===== src/rtl/rv_pkg.sv =====
// Shared RV64I+Zba pipeline types: result-source encoding, ALU opcodes and the
// decode control word carried from ID into EX.
package rv_pkg;

  localparam int XLEN = 64;

  typedef enum logic [1:0] {
    RES_ALU = 2'b00,
    RES_MEM = 2'b01,
    RES_PC4 = 2'b10
  } result_src_t;

  localparam logic [3:0] ADD    = 4'd0;
  localparam logic [3:0] SUB    = 4'd1;
  localparam logic [3:0] AND    = 4'd2;
  localparam logic [3:0] OR     = 4'd3;
  localparam logic [3:0] SH1ADD = 4'd4;
  localparam logic [3:0] SH2ADD = 4'd5;
  localparam logic [3:0] SH3ADD = 4'd6;

  typedef struct packed {
    logic        reg_write;
    result_src_t result_src;
    logic        mem_write;
    logic        alu_src;
    logic [3:0]  alu_control;
    logic        branch;
    logic        jump;
  } ctrl_t;

endpackage


===== src/rtl/id_ex_stage_if.sv =====
// ID/EX boundary bundle: decode-side inputs, EX-side registered outputs,
// hazard controls and performance counters.
interface id_ex_stage_if #(
  parameter int XLEN  = 64,
  parameter int CNT_W = 16
);
  logic             ValidD;
  logic             RegWriteD;
  logic [1:0]       ResultSrcD;
  logic             MemWriteD;
  logic             ALUSrcD;
  logic [3:0]       ALUControlD;
  logic             BranchD;
  logic             JumpD;
  logic [XLEN-1:0]  RD1D, RD2D, PCD, PCPlus4D, ImmExtD;
  logic [4:0]       Rs1D, Rs2D, RdD;
  logic             PCSrcE;

  logic             ValidE;
  logic             RegWriteE;
  logic [1:0]       ResultSrcE;
  logic             MemWriteE;
  logic             ALUSrcE;
  logic [3:0]       ALUControlE;
  logic             BranchE;
  logic             JumpE;
  logic [XLEN-1:0]  RD1E, RD2E, PCE, PCPlus4E, ImmExtE;
  logic [4:0]       Rs1E, Rs2E, RdE;
  logic             StallF, StallD, FlushD, FlushE;
  logic [CNT_W-1:0] LoadUseCnt, RedirectCnt;

  modport slave (
    input  ValidD, RegWriteD, ResultSrcD, MemWriteD, ALUSrcD, ALUControlD,
           BranchD, JumpD, RD1D, RD2D, PCD, PCPlus4D, ImmExtD, Rs1D, Rs2D, RdD,
           PCSrcE,
    output ValidE, RegWriteE, ResultSrcE, MemWriteE, ALUSrcE, ALUControlE,
           BranchE, JumpE, RD1E, RD2E, PCE, PCPlus4E, ImmExtE, Rs1E, Rs2E, RdE,
           StallF, StallD, FlushD, FlushE, LoadUseCnt, RedirectCnt
  );

  modport master (
    output ValidD, RegWriteD, ResultSrcD, MemWriteD, ALUSrcD, ALUControlD,
           BranchD, JumpD, RD1D, RD2D, PCD, PCPlus4D, ImmExtD, Rs1D, Rs2D, RdD,
           PCSrcE,
    input  ValidE, RegWriteE, ResultSrcE, MemWriteE, ALUSrcE, ALUControlE,
           BranchE, JumpE, RD1E, RD2E, PCE, PCPlus4E, ImmExtE, Rs1E, Rs2E, RdE,
           StallF, StallD, FlushD, FlushE, LoadUseCnt, RedirectCnt
  );
endinterface


===== src/rtl/id_ex_stage_hazard_detect.sv =====
// Combinational load-use detection and stall/flush generation; a redirect from
// EX overrides the stall since the decode instruction is then wrong-path.
module hazard_detect
  import rv_pkg::*;
(
  input  logic        valid_d,
  input  logic [4:0]  rs1_d,
  input  logic [4:0]  rs2_d,
  input  logic        valid_e,
  input  result_src_t result_src_e,
  input  logic [4:0]  rd_e,
  input  logic        pc_src_e,
  output logic        stall_f,
  output logic        stall_d,
  output logic        flush_d,
  output logic        flush_e
);

  logic lw_stall;

  // Raw rs fields are compared regardless of format; spurious stalls are harmless.
  assign lw_stall = valid_e && (result_src_e == RES_MEM) && (rd_e != 5'd0) &&
                    ((rs1_d == rd_e) || (rs2_d == rd_e)) && valid_d;

  assign stall_f = lw_stall & ~pc_src_e;
  assign stall_d = lw_stall & ~pc_src_e;
  assign flush_d = pc_src_e;
  assign flush_e = lw_stall | pc_src_e;

endmodule


===== src/rtl/id_ex_stage.sv =====
// ID/EX pipeline register with bubble insertion on flush, plus saturating
// load-use and redirect event counters.
module id_ex_stage #(
  parameter int XLEN  = rv_pkg::XLEN,
  parameter int CNT_W = 16
) (
  input logic           clk,
  input logic           rst_n,
  id_ex_stage_if.slave  bus
);
  import rv_pkg::*;

  ctrl_t            ctrl_p0, ctrl_p1;
  logic             vld_p1;
  logic [XLEN-1:0]  rd1_p1, rd2_p1, pc_p1, pc4_p1, imm_p1;
  logic [4:0]       rs1_p1, rs2_p1, rd_p1;
  logic [CNT_W-1:0] load_use_cnt, redirect_cnt;
  logic             stall_f, stall_d, flush_d, flush_e;

  assign ctrl_p0 = '{reg_write:   bus.RegWriteD,
                     result_src:  result_src_t'(bus.ResultSrcD),
                     mem_write:   bus.MemWriteD,
                     alu_src:     bus.ALUSrcD,
                     alu_control: bus.ALUControlD,
                     branch:      bus.BranchD,
                     jump:        bus.JumpD};

  hazard_detect u_hazard (
    .valid_d      (bus.ValidD),
    .rs1_d        (bus.Rs1D),
    .rs2_d        (bus.Rs2D),
    .valid_e      (vld_p1),
    .result_src_e (ctrl_p1.result_src),
    .rd_e         (rd_p1),
    .pc_src_e     (bus.PCSrcE),
    .stall_f      (stall_f),
    .stall_d      (stall_d),
    .flush_d      (flush_d),
    .flush_e      (flush_e)
  );

  // ---- ID -> EX boundary: a flush loads an all-zero bubble ----
  always_ff @(posedge clk or negedge rst_n) begin
    if (!rst_n) begin
      vld_p1  <= 1'b0;
      ctrl_p1 <= '0;
      rd1_p1  <= '0;
      rd2_p1  <= '0;
      pc_p1   <= '0;
      pc4_p1  <= '0;
      imm_p1  <= '0;
      rs1_p1  <= '0;
      rs2_p1  <= '0;
      rd_p1   <= '0;
    end else if (flush_e) begin
      vld_p1  <= 1'b0;
      ctrl_p1 <= '0;
      rd1_p1  <= '0;
      rd2_p1  <= '0;
      pc_p1   <= '0;
      pc4_p1  <= '0;
      imm_p1  <= '0;
      rs1_p1  <= '0;
      rs2_p1  <= '0;
      rd_p1   <= '0;
    end else begin
      vld_p1  <= bus.ValidD;
      ctrl_p1 <= ctrl_p0;
      rd1_p1  <= bus.RD1D;
      rd2_p1  <= bus.RD2D;
      pc_p1   <= bus.PCD;
      pc4_p1  <= bus.PCPlus4D;
      imm_p1  <= bus.ImmExtD;
      rs1_p1  <= bus.Rs1D;
      rs2_p1  <= bus.Rs2D;
      rd_p1   <= bus.RdD;
    end
  end

  always_ff @(posedge clk or negedge rst_n) begin
    if (!rst_n) begin
      load_use_cnt <= '0;
      redirect_cnt <= '0;
    end else begin
      if (stall_f && (load_use_cnt != '1)) load_use_cnt <= load_use_cnt + 1'b1;
      if (bus.PCSrcE && (redirect_cnt != '1)) redirect_cnt <= redirect_cnt + 1'b1;
    end
  end

  assign bus.ValidE      = vld_p1;
  assign bus.RegWriteE   = ctrl_p1.reg_write;
  assign bus.ResultSrcE  = ctrl_p1.result_src;
  assign bus.MemWriteE   = ctrl_p1.mem_write;
  assign bus.ALUSrcE     = ctrl_p1.alu_src;
  assign bus.ALUControlE = ctrl_p1.alu_control;
  assign bus.BranchE     = ctrl_p1.branch;
  assign bus.JumpE       = ctrl_p1.jump;
  assign bus.RD1E        = rd1_p1;
  assign bus.RD2E        = rd2_p1;
  assign bus.PCE         = pc_p1;
  assign bus.PCPlus4E    = pc4_p1;
  assign bus.ImmExtE     = imm_p1;
  assign bus.Rs1E        = rs1_p1;
  assign bus.Rs2E        = rs2_p1;
  assign bus.RdE         = rd_p1;
  assign bus.StallF      = stall_f;
  assign bus.StallD      = stall_d;
  assign bus.FlushD      = flush_d;
  assign bus.FlushE      = flush_e;
  assign bus.LoadUseCnt  = load_use_cnt;
  assign bus.RedirectCnt = redirect_cnt;

endmodule


===== src/flat_wrapper.sv =====
// flat-port wrapper written by rule: the top's interface ports become plain ports
module id_ex_stage_flat import rv_pkg::*;
#(
  parameter int XLEN  = rv_pkg::XLEN,
  parameter int CNT_W = 16
)
  (clk, rst_n, bus_ValidD, bus_RegWriteD, bus_ResultSrcD, bus_MemWriteD, bus_ALUSrcD, bus_ALUControlD, bus_BranchD, bus_JumpD, bus_RD1D, bus_RD2D, bus_PCD, bus_PCPlus4D, bus_ImmExtD, bus_Rs1D, bus_Rs2D, bus_RdD, bus_PCSrcE, bus_ValidE, bus_RegWriteE, bus_ResultSrcE, bus_MemWriteE, bus_ALUSrcE, bus_ALUControlE, bus_BranchE, bus_JumpE, bus_RD1E, bus_RD2E, bus_PCE, bus_PCPlus4E, bus_ImmExtE, bus_Rs1E, bus_Rs2E, bus_RdE, bus_StallF, bus_StallD, bus_FlushD, bus_FlushE, bus_LoadUseCnt, bus_RedirectCnt);
  id_ex_stage_if #(.XLEN(XLEN), .CNT_W(CNT_W)) bus_i ();
  input logic clk;
  input logic rst_n;
  input wire logic [$bits(bus_i.ValidD)-1:0] bus_ValidD;
  input wire logic [$bits(bus_i.RegWriteD)-1:0] bus_RegWriteD;
  input wire logic [$bits(bus_i.ResultSrcD)-1:0] bus_ResultSrcD;
  input wire logic [$bits(bus_i.MemWriteD)-1:0] bus_MemWriteD;
  input wire logic [$bits(bus_i.ALUSrcD)-1:0] bus_ALUSrcD;
  input wire logic [$bits(bus_i.ALUControlD)-1:0] bus_ALUControlD;
  input wire logic [$bits(bus_i.BranchD)-1:0] bus_BranchD;
  input wire logic [$bits(bus_i.JumpD)-1:0] bus_JumpD;
  input wire logic [$bits(bus_i.RD1D)-1:0] bus_RD1D;
  input wire logic [$bits(bus_i.RD2D)-1:0] bus_RD2D;
  input wire logic [$bits(bus_i.PCD)-1:0] bus_PCD;
  input wire logic [$bits(bus_i.PCPlus4D)-1:0] bus_PCPlus4D;
  input wire logic [$bits(bus_i.ImmExtD)-1:0] bus_ImmExtD;
  input wire logic [$bits(bus_i.Rs1D)-1:0] bus_Rs1D;
  input wire logic [$bits(bus_i.Rs2D)-1:0] bus_Rs2D;
  input wire logic [$bits(bus_i.RdD)-1:0] bus_RdD;
  input wire logic [$bits(bus_i.PCSrcE)-1:0] bus_PCSrcE;
  output wire logic [$bits(bus_i.ValidE)-1:0] bus_ValidE;
  output wire logic [$bits(bus_i.RegWriteE)-1:0] bus_RegWriteE;
  output wire logic [$bits(bus_i.ResultSrcE)-1:0] bus_ResultSrcE;
  output wire logic [$bits(bus_i.MemWriteE)-1:0] bus_MemWriteE;
  output wire logic [$bits(bus_i.ALUSrcE)-1:0] bus_ALUSrcE;
  output wire logic [$bits(bus_i.ALUControlE)-1:0] bus_ALUControlE;
  output wire logic [$bits(bus_i.BranchE)-1:0] bus_BranchE;
  output wire logic [$bits(bus_i.JumpE)-1:0] bus_JumpE;
  output wire logic [$bits(bus_i.RD1E)-1:0] bus_RD1E;
  output wire logic [$bits(bus_i.RD2E)-1:0] bus_RD2E;
  output wire logic [$bits(bus_i.PCE)-1:0] bus_PCE;
  output wire logic [$bits(bus_i.PCPlus4E)-1:0] bus_PCPlus4E;
  output wire logic [$bits(bus_i.ImmExtE)-1:0] bus_ImmExtE;
  output wire logic [$bits(bus_i.Rs1E)-1:0] bus_Rs1E;
  output wire logic [$bits(bus_i.Rs2E)-1:0] bus_Rs2E;
  output wire logic [$bits(bus_i.RdE)-1:0] bus_RdE;
  output wire logic [$bits(bus_i.StallF)-1:0] bus_StallF;
  output wire logic [$bits(bus_i.StallD)-1:0] bus_StallD;
  output wire logic [$bits(bus_i.FlushD)-1:0] bus_FlushD;
  output wire logic [$bits(bus_i.FlushE)-1:0] bus_FlushE;
  output wire logic [$bits(bus_i.LoadUseCnt)-1:0] bus_LoadUseCnt;
  output wire logic [$bits(bus_i.RedirectCnt)-1:0] bus_RedirectCnt;
  assign bus_i.ValidD = bus_ValidD;
  assign bus_i.RegWriteD = bus_RegWriteD;
  assign bus_i.ResultSrcD = bus_ResultSrcD;
  assign bus_i.MemWriteD = bus_MemWriteD;
  assign bus_i.ALUSrcD = bus_ALUSrcD;
  assign bus_i.ALUControlD = bus_ALUControlD;
  assign bus_i.BranchD = bus_BranchD;
  assign bus_i.JumpD = bus_JumpD;
  assign bus_i.RD1D = bus_RD1D;
  assign bus_i.RD2D = bus_RD2D;
  assign bus_i.PCD = bus_PCD;
  assign bus_i.PCPlus4D = bus_PCPlus4D;
  assign bus_i.ImmExtD = bus_ImmExtD;
  assign bus_i.Rs1D = bus_Rs1D;
  assign bus_i.Rs2D = bus_Rs2D;
  assign bus_i.RdD = bus_RdD;
  assign bus_i.PCSrcE = bus_PCSrcE;
  assign bus_ValidE = bus_i.ValidE;
  assign bus_RegWriteE = bus_i.RegWriteE;
  assign bus_ResultSrcE = bus_i.ResultSrcE;
  assign bus_MemWriteE = bus_i.MemWriteE;
  assign bus_ALUSrcE = bus_i.ALUSrcE;
  assign bus_ALUControlE = bus_i.ALUControlE;
  assign bus_BranchE = bus_i.BranchE;
  assign bus_JumpE = bus_i.JumpE;
  assign bus_RD1E = bus_i.RD1E;
  assign bus_RD2E = bus_i.RD2E;
  assign bus_PCE = bus_i.PCE;
  assign bus_PCPlus4E = bus_i.PCPlus4E;
  assign bus_ImmExtE = bus_i.ImmExtE;
  assign bus_Rs1E = bus_i.Rs1E;
  assign bus_Rs2E = bus_i.Rs2E;
  assign bus_RdE = bus_i.RdE;
  assign bus_StallF = bus_i.StallF;
  assign bus_StallD = bus_i.StallD;
  assign bus_FlushD = bus_i.FlushD;
  assign bus_FlushE = bus_i.FlushE;
  assign bus_LoadUseCnt = bus_i.LoadUseCnt;
  assign bus_RedirectCnt = bus_i.RedirectCnt;
  id_ex_stage #(.XLEN(XLEN), .CNT_W(CNT_W)) u_core (.clk(clk), .rst_n(rst_n), .bus(bus_i));
endmodule

===== config.mk =====
export PLATFORM = sky130hd
export DESIGN_NAME = id_ex_stage_flat
export DESIGN_NICKNAME = d
export VERILOG_FILES = /design/src/rtl/rv_pkg.sv /design/src/rtl/id_ex_stage_if.sv /design/src/rtl/id_ex_stage_hazard_detect.sv /design/src/rtl/id_ex_stage.sv /design/src/flat_wrapper.sv
export SDC_FILE = /design/constraint.sdc
export NUM_CORES = 1
export LEC_CHECK = 0
export ABC_AREA = 1
export CORE_AREA = 4 4 287 289
export CTS_CLUSTER_SIZE = 12
export DETAILED_ROUTE_END_ITERATION = 12
export DIE_AREA = 0 0 291 293
export PLACE_DENSITY = 0.48
export SLEW_MARGIN = 0
export SYNTH_ARGS = -nofsm -noshare
export SYNTH_HDL_FRONTEND = slang
export SYNTH_SLANG_ARGS = --single-unit

===== constraint.sdc =====
create_clock -name clk -period 2.18 [get_ports clk]
set_input_delay 0.654 -clock clk [delete_from_list [all_inputs] [get_ports clk]]
set_output_delay 0.654 -clock clk [all_outputs]
set_load 0.02 [all_outputs]

Word-level counts from Yosys, hierarchy flattened
Cells that the tools add are included.
{"block": "classes", "n_addsub": 2, "mux": 10, "reduce_logical": 8, "eq_ne": 5, "bitwise": 3}
{"op": "64-bit two-way mux", "n": 5}
{"op": "16-bit by 1-bit adder with 16-bit output, second input constant", "n": 2}
{"op": "16-bit != test, second input constant", "n": 2}
{"op": "5-bit two-way mux", "n": 3}
{"op": "11-bit two-way mux", "n": 1}
{"op": "5-bit equality test", "n": 2}
{"op": "1-bit logical AND", "n": 6}
{"op": "5-bit nonzero test", "n": 1}
{"op": "2-bit by 1-bit equality test with 1-bit output, second input constant", "n": 1}
{"op": "1-bit AND", "n": 1}
{"op": "1-bit logical OR", "n": 1}
{"op": "1-bit two-way mux", "n": 1}
{"op": "1-bit inverter", "n": 1}
{"op": "1-bit bitwise OR", "n": 1}
{"block": "word_totals", "reg_bits": 379, "input_bits": 350, "elab_cells": 46}

Logic depth before layout (Yosys ltp)
{"block": "logic_depth", "word_depth": 7, "depth_mapped": 11, "ltp_nobuf": 10}

Modules after synthesis
From an unflattened synthesis, not the netlist that was laid out.
{"block": "hier_totals", "cells_unflattened": 1426, "area_unflattened_um2": 13720.7}
{"module": "id_ex_stage", "area_each_um2": 13476.7, "n_inst": 1, "cells_each": 1369}
{"module": "hazard_detect", "area_each_um2": 244.0, "n_inst": 1, "cells_each": 57}

Least setup slack after synthesis
No wires, ideal clock.
{"block": "synth_timing", "path_kind": "input -> output", "startpoint": "input port bus_ValidD", "endpoint": "output port bus_StallF", "path_buffers": 2, "t_arrival_ns": 1.685, "required_time_ns": 1.526, "path_stages": 8, "path_slack_ns": -0.159, "cell_sequence": "inv_1 -> nor3b_1 -> nand3_1 -> inv_1 -> nand3_1 -> inv_2 -> buf_2 -> buf_4"}
{"block": "synth_via", "elab_chain_len": 2}
{"item": "start: declaration", "line": "flat_wrapper.sv:11", "rtl": "input wire logic [$bits(bus_i.ValidD)-1:0] bus_ValidD;"}
{"item": "1-bit logical AND", "line": "id_ex_stage_hazard_detect.sv:23", "rtl": "((rs1_d == rd_e) || (rs2_d == rd_e)) && valid_d;"}
{"item": "1-bit AND"}
{"item": "end: declaration", "line": "flat_wrapper.sv:44", "rtl": "output wire logic [$bits(bus_i.StallF)-1:0] bus_StallF;"}
Every way passes these cells.

Worst setup path after layout
{"block": "layout_timing", "startpoint": "input port bus_Rs2D[1]", "endpoint": "output port bus_FlushE"}
{"block": "layout_via", "elab_chain_len": 5}
{"item": "start: declaration", "line": "flat_wrapper.sv:25", "rtl": "input wire logic [$bits(bus_i.Rs2D)-1:0] bus_Rs2D;"}
{"item": "5-bit equality test", "line": "id_ex_stage_hazard_detect.sv:23"}
{"item": "1-bit logical OR", "line": "id_ex_stage_hazard_detect.sv:23"}
{"item": "1-bit logical AND", "line": "id_ex_stage_hazard_detect.sv:22", "rtl": "assign lw_stall = valid_e && (result_src_e == RES_MEM) && (rd_e != 5'd0) &&"}
{"item": "1-bit logical AND", "line": "id_ex_stage_hazard_detect.sv:23"}
{"item": "1-bit bitwise OR", "line": "id_ex_stage_hazard_detect.sv:28", "rtl": "assign flush_e = lw_stall | pc_src_e;"}
{"item": "end: declaration", "line": "flat_wrapper.sv:47", "rtl": "output wire logic [$bits(bus_i.FlushE)-1:0] bus_FlushE;"}
Every way passes these cells.

==> results.cfg <==
[die]
start_util_pct = 17.1
rows = 104
fp.coreArea_mm2 = 0.0799
pin_count = 733
dieArea_mm2 = 0.0853
die_h_um = 293
dieWidth_um = 291

[yosys]
ys_seq_elements = 379
syn_area_mm2 = 0.0137
syn_area_per_cell_um2 = 9.89
postSynthNetCount = 1733
ys_seq_area_share_pct = 69.5
synthCells = 1381
yosysWarnings = 0
ys_types = 21

[clock_tree]
cts-root-buf = clkbuf_16
cts_hold_buf = 0
clock_path_buffers = 3
cts_sinks = 379
clock_latency_ns = 0.56
cts.clk_slew.worst_paths_ns = 0.06
cts.htree.levels = 2
cts_tree = built
numCtsBuffers = 44

[global_routing]
gr-total-overflow = 0
grt_pass1_wl_um = 78200
antenna_found_initial = 4
grt_max_degree = 61
grt_pass1_vias = 12777
grt_usage_pct = 11.9

[critical_path]
cp_slowest_stage_delay_ns = 0.48
critPathLaunchType = input port
path_cells = clkdlybuf4s50_1, inv_1, nand2_1, nand2_1, nor2_1, nand3_1, nand2_4, buf_12, nand2_8, nand2_8, buf_12
critPathMaxFanout = 2
cp_num_buf_inv = 4
required_ns = 1.53
slowest_stage = clkdlybuf4s50_1
critPathKind = input port to output port
worst_setup_path_end_kind = output port
cpLargestDelayFamily = buffers and inverters
arrival_ns = 2.07

[sta]
clock.fmax_mhz = 367
setup_viol = 280
skew_ns = 0.0159
max_slew.worst_pin.slew_ns = 0.712
slew_headroom_pct = 52.6
period_needed_ns = 2.72
worst_slack_ns = -0.542
period_share_pct = 125
holdWs_ns = 0.0910
rsz0062_at_grt = true
finalHoldViolCount = 0
slew_violations = 0

[place]
portBuffers = 732
gp_congestion = 0.815
hpwl_um = 41000
placed_area_mm2 = 0.0228
dpl.cell_count = 3205

[detailed_routing]
postRouteAntennaNets = 0
num_vias = 11587
detail_route.iter0.violations = 350
drt-total-wl_um = 52700
drt-vias-per-instance = 3.52
drc_errors = 0
drt_pass1_iterations = 5
avgRoutedWirePerCell_um = 16.0

[run_status]
violations = negative setup slack
outcome = finished, violations left

[finish]
final_nets = 2553
stdcell_count = 3295
drive_gt1_share_pct = 8.42
fillers = 8474
final_area_mm2 = 0.0242
area_growth_pct = 77.2

[power]
p_total_mw = 18.3
p_per_area_mw_per_mm2 = 756
total_leakage_power_nw = 13.3
peakVddDrop_mv = 0.520

[hold_path]
min_path_type = input port to async pin

[job]
maxCapViolCount = 0
layout by cell type (no fill, tap or decap), drive strengths merged, types with 2 or more instances in the layout:
cell type      netlist  final
bufinv               0      7
nor2               386    386
ha                   2      2
xnor2                5      5
dlymetal6s2s         0      2
inv                390    392
nand2              104    104
clkinv               2     12
dfrtp              379    379
clkbuf               2     59
nor3                 7      7
nand4               18     18
bufbuf               0      3
nand3               28     28
xor2                12     12
buf                 43     88
dlygate4sd2          0    368
clkdlybuf4s50        0    357
diode                0      2
registers in the layout, indices dropped and copies added, names as in the netlist:
name and cells:
u_core.bus.BranchE 1, u_core.bus.RdE 5, u_core.bus.RD1E 64, u_core.bus.ALUControlE 4
u_core.bus.MemWriteE 1, u_core.bus.Rs1E 5, u_core.bus.LoadUseCnt 16, u_core.bus.ResultSrcE 2
u_core.bus.RedirectCnt 16, u_core.bus.ValidE 1, u_core.bus.ImmExtE 64, u_core.bus.ALUSrcE 1
u_core.bus.RegWriteE 1, u_core.bus.PCE 64, u_core.bus.JumpE 1, u_core.bus.PCPlus4E 64
u_core.bus.RD2E 64, u_core.bus.Rs2E 5
per-layer routing:
layer	global-route usage, %	wire length [um]
met5	0	27
met4	4.18	1860
met3	5.10	5400
met2	21.3	26300
met1	12.6	19100
synthesized netlist by cell type:
| library cell | instances | area [um2] |
|---|---|---|
| nor3b_1 | 1 | 7.51 |
| nor2_1 | 384 | 1440 |
| xnor2_1 | 5 | 43.8 |
| ha_1 | 2 | 25.0 |
| nand2_2 | 2 | 12.5 |
| nor3_1 | 7 | 35.0 |
| inv_1 | 385 | 1450 |
| nand3_1 | 28 | 140 |
| clkbuf_1 | 2 | 7.51 |
| inv_2 | 5 | 18.8 |
| nor2_2 | 2 | 12.5 |
| dfrtp_1 | 379 | 9480 |
| xor2_1 | 12 | 105 |
| o21ai_0 | 1 | 5.00 |
| buf_4 | 24 | 180 |
| buf_6 | 14 | 158 |
| nand2_1 | 102 | 383 |
| nand4_1 | 18 | 113 |
| clkinv_1 | 2 | 7.51 |
| nor2b_1 | 1 | 6.26 |
| buf_2 | 5 | 25.0 |
through the flow:
| stage | utilization, % | setup WS (ns) | setup TNS, ns |
|---|---|---|---|
| after floorplan | - | 0.0172 | 0 |
| after global placement | 28.5 | -1.09 | -269.16 |
| after detailed placement | 28.5 | -1.09 | -274.05 |
| after CTS | 30.2 | -0.628 | -29.58 |
| after global routing | 30.3 | -0.637 | -54.09 |
| final | 30.3 | -0.542 | -13.09 |
path summary, 6_finish.rpt:
| kind | startpoint | to | slack (ns) | cells past startpoint |
|---|---|---|---|---|
| hold reg to reg | u_core.bus.RedirectCnt[3] | u_core.bus.RedirectCnt[3] | 0.52 | 1 |
| max in group asynchronous | rst_n | u_core.bus.RD2E[52] | 1.38 | 2 |
| setup / recovery | bus_Rs2D[1] | bus_FlushE | -0.54 | 11 |
| min in group clk | bus_Rs1D[1] | u_core.bus.Rs1E[1] | 0.47 | 4 |
| hold / removal | rst_n | u_core.bus.PCE[4] | 0.09 | 1 |
| setup reg to reg | u_core.bus.RdE[0] | u_core.bus.ImmExtE[59] | -0.08 | 13 |
cell families (layout without fill, tap and decap cells):
| group | count (synthesis) | count (layout) | share of synthesized area [%] |
|---|---|---|---|
| XOR/XNOR | 17 | 17 | 1.09 |
| buffers and inverters | 437 | 1289 | 13.5 |
| adder cells (fa/ha/maj) | 2 | 2 | 0.183 |
| other | 0 | 2 | 0 |
| flip-flops | 379 | 379 | 69.5 |
| AND/OR/NAND/NOR | 545 | 545 | 15.8 |
| AO/OA/AOI/OAI | 1 | 1 | 0.0366 |
where the power goes:
| part | internal, mW | switching [mW] | leakage (nW) |
|---|---|---|---|
| Clock | 4.93 | 3.02 | 0.777 |
| Combinational | 1.28 | 1.46 | 7.67 |
| Sequential | 7.42 | 0.164 | 4.90 |
area by class of cell:
cell class / instances / area [um2] / area share, %
clock buffer: 58 / 1270 / 5.27
sequential: 379 / 9490 / 39.2
inverter: 392 / 1470 / 6.08
clock inverter: 20 / 289 / 1.19
tap: 1060 / 1330 / 5.48
antenna: 2 / 5.00 / 0.0207
multi-input combinational: 565 / 2400 / 9.94
timing repair buffer: 819 / 7940 / 32.8
timing repair:
action	in CTS	in global routing
pin swaps	4	4
gates resized for setup	409	6
hold endpoints to repair	0	0
endpoints found under the setup margin	701	360
cloned	3	1
setup buffers	6	1
Power figures use the tool's default switching activity.
==> variant 1, RTL diff (same settings) <==
`CNT_W` is set to 16 in 3 places; all go to 32.
--- a/src/rtl/id_ex_stage_if.sv
+++ b/src/rtl/id_ex_stage_if.sv
@@ -2,7 +2,7 @@
 // hazard controls and performance counters.
 interface id_ex_stage_if #(
   parameter int XLEN  = 64,
-  parameter int CNT_W = 16
+  parameter int CNT_W = 32
 );
   logic             ValidD;
   logic             RegWriteD;
--- a/src/rtl/id_ex_stage.sv
+++ b/src/rtl/id_ex_stage.sv
@@ -2,7 +2,7 @@
 // load-use and redirect event counters.
 module id_ex_stage #(
   parameter int XLEN  = rv_pkg::XLEN,
-  parameter int CNT_W = 16
+  parameter int CNT_W = 32
 ) (
   input logic           clk,
   input logic           rst_n,
--- a/src/flat_wrapper.sv
+++ b/src/flat_wrapper.sv
@@ -2,7 +2,7 @@
 module id_ex_stage_flat import rv_pkg::*;
 #(
   parameter int XLEN  = rv_pkg::XLEN,
-  parameter int CNT_W = 16
+  parameter int CNT_W = 32
 )
   (clk, rst_n, bus_ValidD, bus_RegWriteD, bus_ResultSrcD, bus_MemWriteD, bus_ALUSrcD, bus_ALUControlD, bus_BranchD, bus_JumpD, bus_RD1D, bus_RD2D, bus_PCD, bus_PCPlus4D, bus_ImmExtD, bus_Rs1D, bus_Rs2D, bus_RdD, bus_PCSrcE, bus_ValidE, bus_RegWriteE, bus_ResultSrcE, bus_MemWriteE, bus_ALUSrcE, bus_ALUControlE, bus_BranchE, bus_JumpE, bus_RD1E, bus_RD2E, bus_PCE, bus_PCPlus4E, bus_ImmExtE, bus_Rs1E, bus_Rs2E, bus_RdE, bus_StallF, bus_StallD, bus_FlushD, bus_FlushE, bus_LoadUseCnt, bus_RedirectCnt);
   id_ex_stage_if #(.XLEN(XLEN), .CNT_W(CNT_W)) bus_i ();
Interface: changed (resized bus_LoadUseCnt and bus_RedirectCnt); port bits go from 733 to 765. No check against the original RTL was run, so the function may have changed too.
==> variant 1 against the unedited design <==
Clock power is 2.8% higher; area after synthesis grew 19%; sequential cell count is 32 higher; non-clock buffer count grew 58; first-iteration DRC count is 65% higher; final cell count rose by 14%; global-route usage is 3.7 points higher; setup slack better by 0.050 ns; largest power group is now registers; power increased by 9.5%; clock skew is 0.020 ns higher; the flow still finishes with violations (setup timing); wire length is 36% higher; cell area rose by 14%.
==> variant 1: results (changes against the unedited design) <==
largest net degree at the start of global routing 44 (was 61); Worst VDD drop 537 uV (was 520 uV); initial DRC count 579 (was 350); initial antenna violation count 13 (was 4); total track usage 0.157 (was 0.119); max_slew headroom 0.636 (was 0.526); met2 global-route usage 0.266 (was 0.213); first-pass GRT wire length 101000 microns (was 78200 microns); top cells by count, synth inv_1, nor2_1, dfrtp_1 (unchanged); dpl ws -0.991 ns (was -1.09 ns); RR Endpoint u_core.bus.PCPlus4E[34]$_DFF_PN0_ (was u_core.bus.ImmExtE[59]$_DFF_PN0_); metal3 WL 6340 microns (was 5400 microns); status finished with violations (unchanged); drt pass-1 iters 5 (unchanged); post-route setup TNS -1.44 ns (was -13.09 ns); post-layout utilization of the core 0.345 (was 0.303); crit path launch bus_Rs2D[1] (unchanged); Worst R2R Start u_core.bus.RdE[1]$_DFF_PN0_ (was u_core.bus.RdE[0]$_DFF_PN0_); endpoints failing setup 27 (was 280); worst-path maximum fanout 3 (was 2); r2r worst-path depth 14 (was 13); setup slack after layout -0.491 ns (was -0.542 ns); layout cells sized above 1 0.102 (was 0.0842); Mapped Cells 1783 (was 1381); setup slack, reg-to-reg 0.03 ns (was -0.08 ns); met2 WL 34700 microns (was 26300 microns); Post-Layout Cell Count 3767 (was 3295); # resized after CTS 462 (was 409); failing checks setup timing (unchanged); Cell Area, Placed 25800 sq um (was 22800 sq um); Synth cell types 33 (was 21); met3 Use GR 0.0630 (was 0.0510); # Post-CTS Setup Buffers 5 (was 6); WL final 71500 microns (was 52700 microns); Lkg Pwr 15.1 nW (was 13.3 nW); Seq/Total Area, Yosys 0.633 (was 0.695); number of instances in the placed design 3646 (was 3205); Final nets 3012 (was 2553); total CTS buffers 50 (was 44); fill count 8336 (was 8474); CTS H-tree lvls 2 (unchanged); met1 WL 27300 microns (was 19100 microns); most area-consuming cells after synthesis dfrtp_1, inv_1, nor2_1 (unchanged); DP HPWL 55800 microns (was 41000 microns); clock share of power 0.408 (was 0.435); worst skew pair latency 0.59 ns (was 0.56 ns); syn_nets 2135 (was 1733); CTS Root Cell clkbuf_16 (unchanged); GRT met1 Usage 0.175 (was 0.126); routability cong. 0.895 (was 0.815); slowest CP cell clkdlybuf4s50_1 (unchanged); Via density 3.84 (was 3.52); share of power burned in registers 0.415 (about the same); Fin Clk Skew 0.0359 ns (was 0.0159 ns); clock group power 8.17 mW (was 7.95 mW); worst hold slack 0.0409 ns (was 0.0910 ns); vias in the first global route 15400 (was 12800); Switching Fraction 0.282 (was 0.254); PortBufs 764 (was 732)
variant 1: changes by cell type after synthesis, moves of 21 or more:
cell / before / now
dfrtp_1: 379 / 411
inv_1: 385 / 443
nand2_1: 102 / 227
nand3_1: 28 / 49
nor2_1: 384 / 436
o21bai_1: 0 / 29
variant 1: kinds of logic (layout without fill, tap and decap cells):
| kind of cell | Yosys count | count (layout) | synth area share |
|---|---|---|---|
| AOI/OAI and AO/OA | 44 | 44 | 0.0184 |
| xor gates and xnor gates | 32 | 32 | 0.0173 |
| adders and majority gates | 2 | 2 | 0.00154 |
| buffers and inverters | 500 | 1417 | 0.124 |
| DFF | 411 | 411 | 0.633 |
| other | 0 | 7 | 0 |
| and+or+nand+nor | 794 | 794 | 0.206 |
variant 1: final cells by class:
cell class	instances	area (sq um)	share of cell area
antenna	7	17.5	0.000635
clock buffer	78	1510	0.0547
clock inverter	14	114	0.00413
inverter	448	1690	0.0613
multi-input combinational	872	4080	0.148
sequential	411	10300	0.373
tap	1060	1330	0.0481
timing repair buffer	877	8550	0.310
==> variant 2, RTL diff (same flow settings) <==
Made on the original files. Reset style: synchronous (`rst_n`), changed in 2 clocked blocks.
--- a/src/rtl/id_ex_stage.sv
+++ b/src/rtl/id_ex_stage.sv
@@ -40,7 +40,7 @@
   );
 
   // ---- ID -> EX boundary: a flush loads an all-zero bubble ----
-  always_ff @(posedge clk or negedge rst_n) begin
+  always_ff @(posedge clk) begin
     if (!rst_n) begin
       vld_p1  <= 1'b0;
       ctrl_p1 <= '0;
@@ -77,7 +77,7 @@
     end
   end
 
-  always_ff @(posedge clk or negedge rst_n) begin
+  always_ff @(posedge clk) begin
     if (!rst_n) begin
       load_use_cnt <= '0;
       redirect_cnt <= '0;
Behaviour: differs if rst_n is asserted again (counterexample within 4 cycles, from zero or initial values and one cycle with rst_n low); with rst_n held inactive, the same outputs for 4 cycles.
==> variant 2 against the unedited design <==
The run still ends with setup timing left; global-route usage down 0.94 points; final cell count up 0.36%; cell area down 9.7%; power down 7.7%; wire length down 6.6%; first-iteration DRC count down 6.9%; area after synthesis down 14%; setup slack better by 0.21 ns; count of clock-buffer cells in the layout up 10; die area unchanged; sequential cell count unchanged; clock power down 2.6%; critical endpoint unchanged; largest cell class unchanged; largest power group unchanged.
==> variant 2: results (changes against the unedited design) <==
min-delay worst type primary input to register (was primary input to asynchronous set/reset pin); Lkg Pwr 11.6 nW (was 13.3 nW); Final nets 2558 (was 2553); total CTS buffers 47 (was 44); failing checks setup timing (unchanged); Cell Area, Placed 20700 sq um (was 22800 sq um); worst skew pair latency 0.58 ns (was 0.56 ns); Worst VDD drop 467 uV (was 520 uV); initial DRC count 326 (was 350); Seq/Total Area, Yosys 0.645 (was 0.695); endpoints failing setup 3 (was 280); layout cells sized above 1 0.0759 (was 0.0842); DP HPWL 39700 microns (was 41000 microns); Synth cell types 25 (was 21); drt pass-1 iters 4 (was 5); ys async rst share 0 (was 1.00); largest net degree at the start of global routing 40 (was 61); setup slack after layout -0.336 ns (was -0.542 ns); top cells by count, synth nor2_1, inv_1, dfxtp_1 (was inv_1, nor2_1, dfrtp_1); Fin Clk Skew 0.0170 ns (was 0.0159 ns); total track usage 0.110 (was 0.119); most area-consuming cells after synthesis dfxtp_1, nor2_1, inv_1 (was dfrtp_1, inv_1, nor2_1); routability cong. 0.803 (was 0.815); syn_nets 1759 (was 1733); first-pass GRT wire length 70600 microns (was 78200 microns); critical path's largest stage delay 0.50 ns (was 0.48 ns); status finished with violations (unchanged)
variant 2: worst paths after layout:
kind	to	from	cells past startpoint	slack (ns)
max	bus_FlushE	bus_Rs1D[4]	8	-0.34
min	u_core.bus.ValidE$_SDFF_PP0_	bus_ValidD	3	0.34
max reg2reg	u_core.bus.ImmExtE[17]$_SDFF_PP0_	u_core.bus.RdE[0]$_SDFF_PP0_	13	0.22
min reg2reg	u_core.bus.RedirectCnt[0]$_SDFFE_PN0P_	u_core.bus.RedirectCnt[0]$_SDFFE_PN0P_	1	0.49
variant 2: cell families (layout without fill, tap and decap cells):
| kind of cell | after synthesis | count (layout) | synth area share |
|---|---|---|---|
| adder cells (fa/ha/maj) | 2 | 2 | 0.00213 |
| flip-flops | 379 | 379 | 0.645 |
| XOR/XNOR | 4 | 4 | 0.00298 |
| buffers and inverters | 438 | 1272 | 0.153 |
| other | 0 | 6 | 0 |
| AO/OA/AOI/OAI | 32 | 32 | 0.0138 |
| AND/OR/NAND/NOR | 552 | 552 | 0.183 |
variant 2: layer usage:
layer,GRT usage,share of wire,vias to the layer above
li1,-,-,5537
met1,0.117,0.38,4727
met2,0.196,0.50,421
met3,0.0437,0.089,84
met4,0.0389,0.031,2
met5,0,0.00026,-
variant 2: worst reg2reg max path, stage by stage, from the launching register on:
cell,delay (ns)
dfxtp_4,0.35
buf_6,0.12
nor2_4,0.09
nor2_2,0.05
nor2_4,0.13
nand3_2,0.09
nand2_2,0.11
buf_6,0.11
nand2_4,0.05
buf_4,0.13
nand3_4,0.09
buf_12,0.19
buf_4,0.27
nor2_1,0.08
variant 2: repair_timing:
item / CTS / global route
gates resized for setup: 435 / 11
pin swaps: 11 / 4
endpoints found under the setup margin: 631 / 6
buffers inserted: 1 / 2
variant 2: power by group:
part	leakage, nW	switching [mW]	internal [mW]
registers	3.11	0.0643	7.19
clock network	0.739	3.16	4.57
logic	7.79	0.916	0.976
variant 2: final cells by class:
class                   instances  area, sq um
clock inverters                16          205
repair buffers                796         7450
flip-flops and latches        379         7590
inverters                     392         1480
well taps                    1060         1330
clock buffers                  68         1320
diodes                          6         15.0
multi-input cells             590         2470
fillers                      8803        58000
variant 2: stage by stage:
stage / cells / TNS, ns / power, mW
finish: 3307 / -0.932 / 16.9
detailed placement: 3215 / -243.56 / 9.51
global route: 3303 / -1.31 / 17.7
CTS: 3299 / -1.10 / 17.3
floorplan: 1407 / 0 / 8.12
global placement: 3215 / -253.09 / 9.50
